## src/rtl/myproject_mul_arb.sv

```systemverilog
// Round-robin arbiter that time-shares one signed 13x16 multiplier and returns the low 24 bits of each product tagged with its requester index.
// Defining MYPROJECT_MUL_OREG_EN adds an output register stage, which raises latency from 2 to 3.
module myproject_mul_arb #(
  parameter int unsigned NREQ = 4,
  parameter int unsigned ID_W = 2
) (
  input  logic                 ap_clk,
  input  logic                 ap_rst,
  input  logic [NREQ-1:0]      req_valid,
  output logic [NREQ-1:0]      req_ready,
  input  logic [NREQ*13-1:0]   req_a,
  input  logic [NREQ*16-1:0]   req_b,
  output logic                 res_valid,
  input  logic                 res_ready,
  output logic [ID_W-1:0]      res_id,
  output logic [23:0]          res_p,
  output logic                 idle
);

  logic                   stall;
  logic                   xfer;
  logic [ID_W-1:0]        ptr_q, ptr_d;
  logic [ID_W-1:0]        gnt_id;
  logic [12:0]            gnt_a;
  logic [15:0]            gnt_b;

  logic signed [12:0]     a1_q;
  logic signed [15:0]     b1_q;
  logic [ID_W-1:0]        id1_q;
  logic                   v1_q;

  logic [23:0]            p2_q;
  logic [ID_W-1:0]        id2_q;
  logic                   v2_q;
  logic [23:0]            prod_lo;

  assign stall = res_valid & ~res_ready;

  // Pass 1 takes the lowest valid index above ptr; pass 2 wraps around to the lowest valid index overall.
  always_comb begin
    logic found;
    req_ready = '0;
    gnt_id    = '0;
    found     = 1'b0;
    if (!ap_rst && !stall) begin
      for (int unsigned i = 0; i < NREQ; i++) begin
        if (!found && req_valid[i] && (i > 32'(ptr_q))) begin
          found        = 1'b1;
          req_ready[i] = 1'b1;
          gnt_id       = ID_W'(i);
        end
      end
      for (int unsigned i = 0; i < NREQ; i++) begin
        if (!found && req_valid[i]) begin
          found        = 1'b1;
          req_ready[i] = 1'b1;
          gnt_id       = ID_W'(i);
        end
      end
    end
  end

  always_comb begin
    gnt_a = '0;
    gnt_b = '0;
    for (int unsigned i = 0; i < NREQ; i++) begin
      if (req_ready[i]) begin
        gnt_a = req_a[13*i +: 13];
        gnt_b = req_b[16*i +: 16];
      end
    end
  end

  assign xfer  = |(req_valid & req_ready);
  assign ptr_d = xfer ? gnt_id : ptr_q;

  // The low 24 bits of the 29-bit product depend only on the low 24 bits of the sign-extended operands.
  assign prod_lo = 24'(a1_q) * 24'(b1_q);

  always_ff @(posedge ap_clk) begin
    if (ap_rst) begin
      ptr_q <= ID_W'(NREQ - 1);
      a1_q  <= '0;
      b1_q  <= '0;
      id1_q <= '0;
      v1_q  <= 1'b0;
      p2_q  <= '0;
      id2_q <= '0;
      v2_q  <= 1'b0;
    end else if (!stall) begin
      ptr_q <= ptr_d;
      v1_q  <= xfer;
      if (xfer) begin
        a1_q  <= gnt_a;
        b1_q  <= gnt_b;
        id1_q <= gnt_id;
      end
      p2_q  <= prod_lo;
      id2_q <= id1_q;
      v2_q  <= v1_q;
    end
  end

`ifdef MYPROJECT_MUL_OREG_EN
  logic [23:0]     p3_q;
  logic [ID_W-1:0] id3_q;
  logic            v3_q;

  always_ff @(posedge ap_clk) begin
    if (ap_rst) begin
      p3_q  <= '0;
      id3_q <= '0;
      v3_q  <= 1'b0;
    end else if (!stall) begin
      p3_q  <= p2_q;
      id3_q <= id2_q;
      v3_q  <= v2_q;
    end
  end

  assign res_valid = v3_q;
  assign res_p     = p3_q;
  assign res_id    = id3_q;
  assign idle      = ~v1_q & ~v2_q & ~v3_q;
`else
  assign res_valid = v2_q;
  assign res_p     = p2_q;
  assign res_id    = id2_q;
  assign idle      = ~v1_q & ~v2_q;
`endif

endmodule

```

## config.mk

```make
export PLATFORM = sky130hd
export DESIGN_NAME = myproject_mul_arb
export DESIGN_NICKNAME = d
export VERILOG_FILES = /design/src/rtl/myproject_mul_arb.sv
export SDC_FILE = /design/constraint.sdc
export NUM_CORES = 1
export LEC_CHECK = 0
export CAP_MARGIN = 20
export CORE_AREA = 2 2 131 133
export DETAILED_ROUTE_END_ITERATION = 8
export DIE_AREA = 0 0 133 135
export PLACE_DENSITY_LB_ADDON = 0.08
export RECOVER_POWER = 25
export SYNTH_ARGS = -nofsm -noshare
export SYNTH_HDL_FRONTEND = slang
export SYNTH_SLANG_ARGS = --single-unit
```

## constraint.sdc

```tcl
create_clock -name ap_clk -period 8.1 [get_ports ap_clk]
set_input_delay 1.62 -clock ap_clk [delete_from_list [all_inputs] [get_ports ap_clk]]
set_output_delay 1.62 -clock ap_clk [all_outputs]
set_load 0.02 [all_outputs]
```

Word-level counts from Yosys, hierarchy flattened
Cells that the tools add are included.
{ "op_classes": {"n_eq_ne": 0, "div": 0, "addsub": 0, "n_reduce_logical": 20, "n_mul": 1, "magnitude_cmp": 3, "shifts": 0, "bitwise_logic": 7, "muxes": 35} }
{ "ops": {"columns": ["cell", "count"], "rows": [
  ["$mux W16", 4],
  ["$mux W13", 4],
  ["$mul A13 B16 Y24", 1],
  ["$mux W1", 19],
  ["$mux W2", 7],
  ["$logic_and A1 B1 Y1", 10],
  ["$logic_not A1 Y1", 8],
  ["$and A4 B4 Y4", 1],
  ["$gt A2 B2 Y1 const A", 2],
  ["$mux W4", 1],
  ["$not A1 Y1", 4],
  ["$reduce_or A4 Y1", 1],
  ["$and A1 B1 Y1", 2],
  ["$gt A1 B2 Y1 const A", 1],
  ["$reduce_and A2 Y1", 1]
]} }
{ "word_totals": {"n_memories": 0, "ff_bits": 61, "wordCells": 74, "mem_bits_ro": 0, "latchBits": 0, "ram_bits": 0, "out_inout_bits": 32, "inputBits": 123} }

Depth between registers and ports, before layout
Gate-level depths: netlist (run 1).
{ "logic_depth": {"word_depth": 35, "depth_mapped": 20} }

Least setup slack after synthesis (run 1)
No wires, ideal clock.
{ "synth_path": {"path_kind": "flip-flop to flip-flop", "start": "register a1_q[4]", "end": "register p2_q[23], in the netlist res_p[23]", "setup_time_ps": 122, "arrival_ps": 5602, "path_slack_ps": 2376, "path_stages_with_launch": 21, "n_path_buf": 2, "synth_period_minus_slack_ps": 5724, "cell_sequence": "dfxtp_1 -> clkbuf_1 -> clkbuf_1 -> nand2_1 -> fa_1 -> inv_1 -> fa_1 -> inv_1 -> fa_1 -> inv_1 -> fa_1 -> fa_1 -> fa_1 -> ha_1 -> a2111oi_0 -> o21a_1 -> o21ai_1 -> and4bb_1 -> nor3_2 -> nor4_1 -> a311o_1"} }
{ "synth_between": {"elab_chain_cells": 1} }
{ "synth_lines": {"columns": ["item", "line", "text"], "rows": [
  ["start, declared", "27", "logic signed [12:0] a1_q;"],
  ["start signal, assigned", "94", "a1_q <= gnt_a;"],
  ["$mul A13 B16 Y24", "78", "assign prod_lo = 24'(a1_q) * 24'(b1_q);"],
  ["end signal, assigned", "98", "p2_q <= prod_lo;"],
  ["end, declared", "32", "logic [23:0] p2_q;"]
]} }
Every way passes these cells.
A chain may end at the register's enable or synchronous reset.

Final worst setup path (run 1)
Ends and elaborated chain as after synthesis.

==> impl_metrics.yaml, run 1 <==
clock_tree:
  clk_latency_ns: 0.34
  cts_htree_levels: 3
  cts_buffer_depth: 2
  postCtsSetupBuffers: 0
  path_clk_slew_ns: 0.05
  numCtsBuffers: 9
  clockRootBuffer: "clkbuf_16"
  cts_tree: "done"
  ctsResizeCount: 0
  hold_buffers: 0
  clkSinkCount: 61
placement:
  dp_hpwl_mm: 19.5
  post_dp_cell_area_sq_um: 10700
  gp_congestion: 0.892
  pre_cts_ws_ns: 2.10
  portBuffers: 154
  placed_cells: 1347
hold_path:
  worstHoldPathType: "reg2reg"
  whs_path_depth: 2
job:
  drv_cap: 0
worst_setup_path:
  end_kind: "register"
  critPathKind: "reg2reg"
  critical_path.startpoint_type: "register"
  slowest_stage: "dfxtp_1"
  reg2reg_depth: 18
  crit_path_max_fanout: 17
  arrival_ns: 6.29
  cp_cell_sequence: "nand2_1 > fa_1 > inv_1 > fa_1 > inv_1 > fa_1 > inv_1 > fa_1 > fa_1 > fa_1 > ha_1 > a2111oi_0 > a211o_1 > o21ai_1 > and4bb_1 > nor3_2 > nor4_1 > a311o_1"
  r2r_setup_slack_ns: 2.03
  required_ns: 8.32
  cpPeakStageDelay_ns: 0.76
  crit_path_frequent_cell: "fa_1"
route:
  drt-initial-drc-count: 410
  firstDrtPassIters: 5
  wire_per_inst_um: 17.9
  vias: 7589
  vias_per_cell: 5.57
  wl_mm: 24.4
  drc: 0
  ant_nets: 0
synth:
  synth_seq_cells: 61
  synth_fp_nets: 1373
  yosysWarnings: 0
  synth_edf_count: 0
  synth.avg_cell_area_sq_um: 8.83
  synth.area.top_cells: "fa_1, dfxtp_1, ha_1"
  synth-seq-area-share_pct: 13.5
  synth_top_area_share_pct: 35.8
  netlist_area_sq_um: 9060
  postSynth.asyncResetShare_pct: 0
  yosys.cell_types.count: 54
  synth_top_area_cell: "fa_1"
  synth_cells: 1026
  synthFlopType: "dfxtp_1"
layout:
  fin_cells: 1363
  syn2layout_area_growth_pct: 21.6
  final_area_sq_um: 11000
  final_cell_mix: "nand2_1, fa_1, inv_1"
  fin_nets: 1485
  layout_commonest_cell: "nand2_1"
  drive_above_1_share_pct: 3.32
  n_antenna_cell: 0
run_status:
  status: "finished, final reports clean"
floorplanning:
  io_pins: 155
  fp.coreArea_sq_um: 16400
  row_count: 47
  die_w_um: 133
  die-area_sq_um: 18000
  initial_utilization_pct: 55.2
  chipHeight_um: 135
grt:
  antenna_found_initial: 0
  grt_pass1_vias: 8084
  grt_max_degree: 33
  grt.total_usage_pct: 28.7
  use_met3_pct: 5.14
  grtUsageMet1_pct: 35.2
  gr-usage-met2_pct: 51.0
  grt_busiest_layer: "met2"
  grt_pass1_wl_mm: 40.2
  grt_overflow: 0
power:
  p_leak_uw: 0.00519
  p_per_area_nw_per_um2: 203
  irDropWorstVdd_mv: 0.128
timing:
  holdWs_ns: 0.448
  worst_slew_pin_slew_ns: 0.905
  grt_setup_unrepaired: "no"
  finalHoldViolCount: 0
  report.final.slew_viol_count: 0
  fin_crit_ns: 6.07
  layout_setup_ws_ns: 2.03
  setup_viol: 0
  max_slew_margin_pct: 39.7
  clock_skew_ns: 0.0111
  period_share_pct: 74.9
  fmax_mhz: 165
  fin_setup_tns_ns: 0
## path summary, 6_finish.rpt
| check | from | endpoint |
|---|---|---|
| setup / recovery | a1_q[4]$_SDFFE_PP0P_ | res_p[23]$_SDFFE_PP0N_ |
| setup reg to reg | a1_q[4]$_SDFFE_PP0P_ | res_p[23]$_SDFFE_PP0N_ |
| hold / removal | res_p[17]$_SDFFE_PP0N_ | res_p[17]$_SDFFE_PP0N_ |
| hold reg to reg | res_p[17]$_SDFFE_PP0N_ | res_p[17]$_SDFFE_PP0N_ |
## per-layer routing
layer,vias up,part of all wire (%)
met1,3783,39
met5,-,0
met2,266,51
met4,0,3.4
met3,53,6.1
li1,3487,-
## synthesized netlist by cell type, drive strengths merged (2+ instances only)
library cell    n
dfxtp          61
xnor2          19
o21bai          5
nor4b           2
nor2           14
fa            162
a31oi          16
a211oi          6
a21oi          29
o21ai          18
buf            21
clkbuf         41
a2111oi         5
a21o            5
nor4            3
a211o           3
ha             62
or2             2
nand2b          7
inv           155
nor2b          10
nand2         201
a222oi         29
o31ai           2
or3             4
nor3           15
xor2           10
nand3          21
and2           84
## metrics by stage
step / power [uW] / utilization (%)
global placement: 1810 / 65.1
CTS: 2270 / 67.1
detailed placement: 1840 / 65.1
global route: 2440 / 67.1
floorplan: 1380 / -
finish: 2240 / 67.1
## power breakdown
group / leakage, uW / switching (uW) / internal, uW / total [uW]
clock: 0.000163 / 133 / 285 / 418
combinational: 0.00453 / 708 / 590 / 1300
sequential: 0.000504 / 148 / 373 / 521
total: 0.00519 / 990 / 1250 / 2240
## kinds of logic (layout without fill, tap and decap cells)
logic type | count (synthesis) | count (layout) | share of synthesized area (%)
buffers and inverters | 217 | 334 | 9.33
flip-flops | 61 | 61 | 13.5
XOR/XNOR | 29 | 29 | 2.80
AO/OA/AOI/OAI | 128 | 128 | 10.4
multiplexers | 1 | 1 | 0.111
adder cells (fa/ha/maj) | 224 | 224 | 44.4
AND/OR/NAND/NOR | 366 | 366 | 19.5
## sequential cells by signal, indices dropped and copies added, names as in the netlist
register   flops
res_id         2
a1_q          13
ptr_q          2
b1_q          16
v1_q           1
res_valid      1
res_p         24
id1_q          2
## worst max-delay path, delay by kind of cell, from the launching register on
family,cells,cell delay [ns]
fa+ha+maj,7,3.24
compound gates,4,1.08
flops,1,0.76
simple gates,4,0.72
buf+inv,3,0.14
## cell type report
| class | instances | area, sq um |
|---|---|---|
| repair buffers | 163 | 1610 |
| flip-flops and latches | 61 | 1220 |
| inverters | 155 | 582 |
| multi-input cells | 748 | 7000 |
| clock buffers | 12 | 256 |
| clock inverters | 4 | 70.1 |
| well taps | 220 | 275 |
| fillers | 1371 | 5390 |
(Power assumes the default switching activity.)
==> inputs of run 2 (changes only) <==
--- a/config.mk
+++ b/config.mk
@@ -6,9 +6,9 @@
 export NUM_CORES = 1
 export LEC_CHECK = 0
 export CAP_MARGIN = 20
-export CORE_AREA = 2 2 131 133
+export CORE_AREA = 2 2 138 140
 export DETAILED_ROUTE_END_ITERATION = 8
-export DIE_AREA = 0 0 133 135
+export DIE_AREA = 0 0 140 142
 export PLACE_DENSITY_LB_ADDON = 0.08
 export RECOVER_POWER = 25
 export SYNTH_ARGS = -nofsm -noshare
==> constraint.sdc (replaced) <==
create_clock -name ap_clk -period 5.4 [get_ports ap_clk]
set_input_delay 1.08 -clock ap_clk [delete_from_list [all_inputs] [get_ports ap_clk]]
set_output_delay 1.08 -clock ap_clk [all_outputs]
set_load 0.02 [all_outputs]
==> impl_metrics.yaml, run 2 (synthesized netlist as in run 1, its figures left out) <==
grt:
  grt.total_usage_pct: 28.3
  grt_overflow: 0
  grt_max_degree: 32
  antenna_found_initial: 1
  grt_pass1_vias: 8109
  grt_pass1_wl_mm: 43.1
run_status:
  status: "complete, but fails checks"
  violations: "negative setup slack"
placement:
  portBuffers: 154
  dp_hpwl_mm: 22.8
  placed_cells: 1439
  gp_congestion: 0.925
worst_setup_path:
  path_buf_inv: 2
  reg2reg_depth: 17
  crit_path_max_fanout: 6
  end_kind: "register"
  cp_cell_sequence: "and2_4 > fa_1 > inv_1 > fa_1 > inv_2 > fa_1 > fa_1 > fa_1 > fa_1 > ha_4 > o21ai_4 > a211o_1 > o21ai_2 > and4bb_2 > nor3_2 > o211a_1 > a311o_1"
  cpPeakStageDelay_ns: 0.55
  critPathTopFamily: "adder cells"
  critPathKind: "reg2reg"
  required_ns: 5.64
  worstSetupPathDepth: 17
  slowest_stage: "fa_1"
  crit_path_frequent_cell: "fa_1"
  critical_path.startpoint_type: "register"
  arrival_ns: 5.66
clock_tree:
  clkSinkCount: 61
  numCtsBuffers: 9
  path_clk_slew_ns: 0.06
  clockRootBuffer: "clkbuf_16"
  clk_latency_ns: 0.35
  cts_tree: "done"
  cts_buffer_depth: 2
  cts_htree_levels: 3
power:
  irDropWorstVdd_mv: 0.157
  fin_total_pwr_uw: 3730
  p_clk_share_pct: 14.7
  comb_power_share_pct: 67.4
  p_seq_share_pct: 17.9
  p_per_area_nw_per_um2: 314
  p_leak_uw: 0.00556
  power_switching_uw: 1680
  intPower_uw: 2050
  netSwitchingFraction_pct: 45.0
timing:
  period_share_pct: 100
  clock_skew_ns: 0.00947
  fin_crit_ns: 5.42
  report.final.slew_viol_count: 0
  grt_setup_unrepaired: "yes"
  finalHoldViolCount: 0
  setup_viol: 2
  fin_setup_tns_ns: -0.0244
  fmax_mhz: 184
  max_slew_margin_pct: 15.5
  layout_setup_ws_ns: -0.0239
  worst_slew_pin_slew_ns: 1.27
floorplanning:
  die-area_sq_um: 19900
  die_w_um: 140
  row_count: 50
  fp.coreArea_sq_um: 18500
  chipHeight_um: 142
  initial_utilization_pct: 49.1
  io_pins: 155
layout:
  fin_cells: 1458
  drive_above_1_share_pct: 13.6
  fin_nets: 1565
  syn2layout_area_growth_pct: 30.9
  final_cell_mix: "nand2_1, fa_1, inv_1"
  largest_reg_flops: 24
  layout_commonest_cell: "nand2_1"
route:
  wl_mm: 26.7
  wire_per_inst_um: 18.3
  vias_per_cell: 5.37
  vias: 7831
  drt-initial-drc-count: 504
  drc: 0
  firstDrtPassIters: 5
  ant_nets: 0
hold_path:
  worstHoldPathType: "reg2reg"
  whs_path_depth: 2
job:
  drv_cap: 0
[run 2: per-layer routing]
layer  up-vias  global-route usage [%]  wire, um
li1       3656                       -         -
met1      3906                    36.3     11200
met2       241                    50.7     13900
met3        28                    4.41      1280
met4         0                    6.38       365
met5         -                       0         0
[run 2: final cells by class]
cell class / instances / area, sq um
antenna: 1 / 2.50
clock buffer: 9 / 225
clock inverter: 7 / 51.3
fill: 1559 / 6600
inverter: 155 / 582
multi-input combinational: 748 / 7220
sequential: 61 / 1250
tap: 234 / 293
timing repair buffer: 243 / 2230
[run 2: timing repair]
action                                  CTS  global route
pin swaps                                14            23
hold buffers                              0             0
gates resized for setup                  23            41
buffers inserted                          0             2
endpoints found under the setup margin    5             9
[run 2: metrics by stage]
stage | worst slack (ns) | hold slack (ns) | utilization [%] | area, sq um
after CTS | -0.0390 | 0.456 | 63.4 | 11700
final | -0.0239 | 0.451 | 64.2 | 11900
after floorplan | 0.00632 | 0.426 | - | 9140
after global placement | -0.117 | 0.439 | 61.4 | 11300
after global routing | -0.226 | 0.470 | 64.2 | 11900
after detailed placement | -0.173 | 0.443 | 61.4 | 11300
[run 2: final timing paths]
kind | from | endpoint | slack (ns)
worst max-delay path | b1_q[5]$_SDFFE_PP0P_ | res_p[23]$_SDFFE_PP0N_ | -0.02
worst min-delay path | res_id[1]$_SDFFE_PP0N_ | res_id[1]$_SDFFE_PP0N_ | 0.45
worst max register to register | b1_q[5]$_SDFFE_PP0P_ | res_p[23]$_SDFFE_PP0N_ | -0.02
worst min register to register | res_id[1]$_SDFFE_PP0N_ | res_id[1]$_SDFFE_PP0N_ | 0.45
[run 2: worst register-to-register path: stages, from the launching register on]
cell      delay (ns)
dfxtp_4         0.36
and2_4          0.14
fa_1            0.52
inv_1           0.05
fa_1            0.55
inv_2           0.04
fa_1            0.54
fa_1            0.44
fa_1            0.51
fa_1            0.45
ha_4            0.33
o21ai_4         0.07
a211o_1         0.29
o21ai_2         0.19
and4bb_2        0.29
nor3_2          0.05
o211a_1         0.22
a311o_1         0.26
[run 2: power groups by stage]
stage,sequential (uW),clock [uW],combinational [uW]
CTS,663,555,2440
finish,666,547,2510
detailed placement,668,0,2380
floorplan,694,0,1430
global placement,662,0,2350
global route,681,577,2770
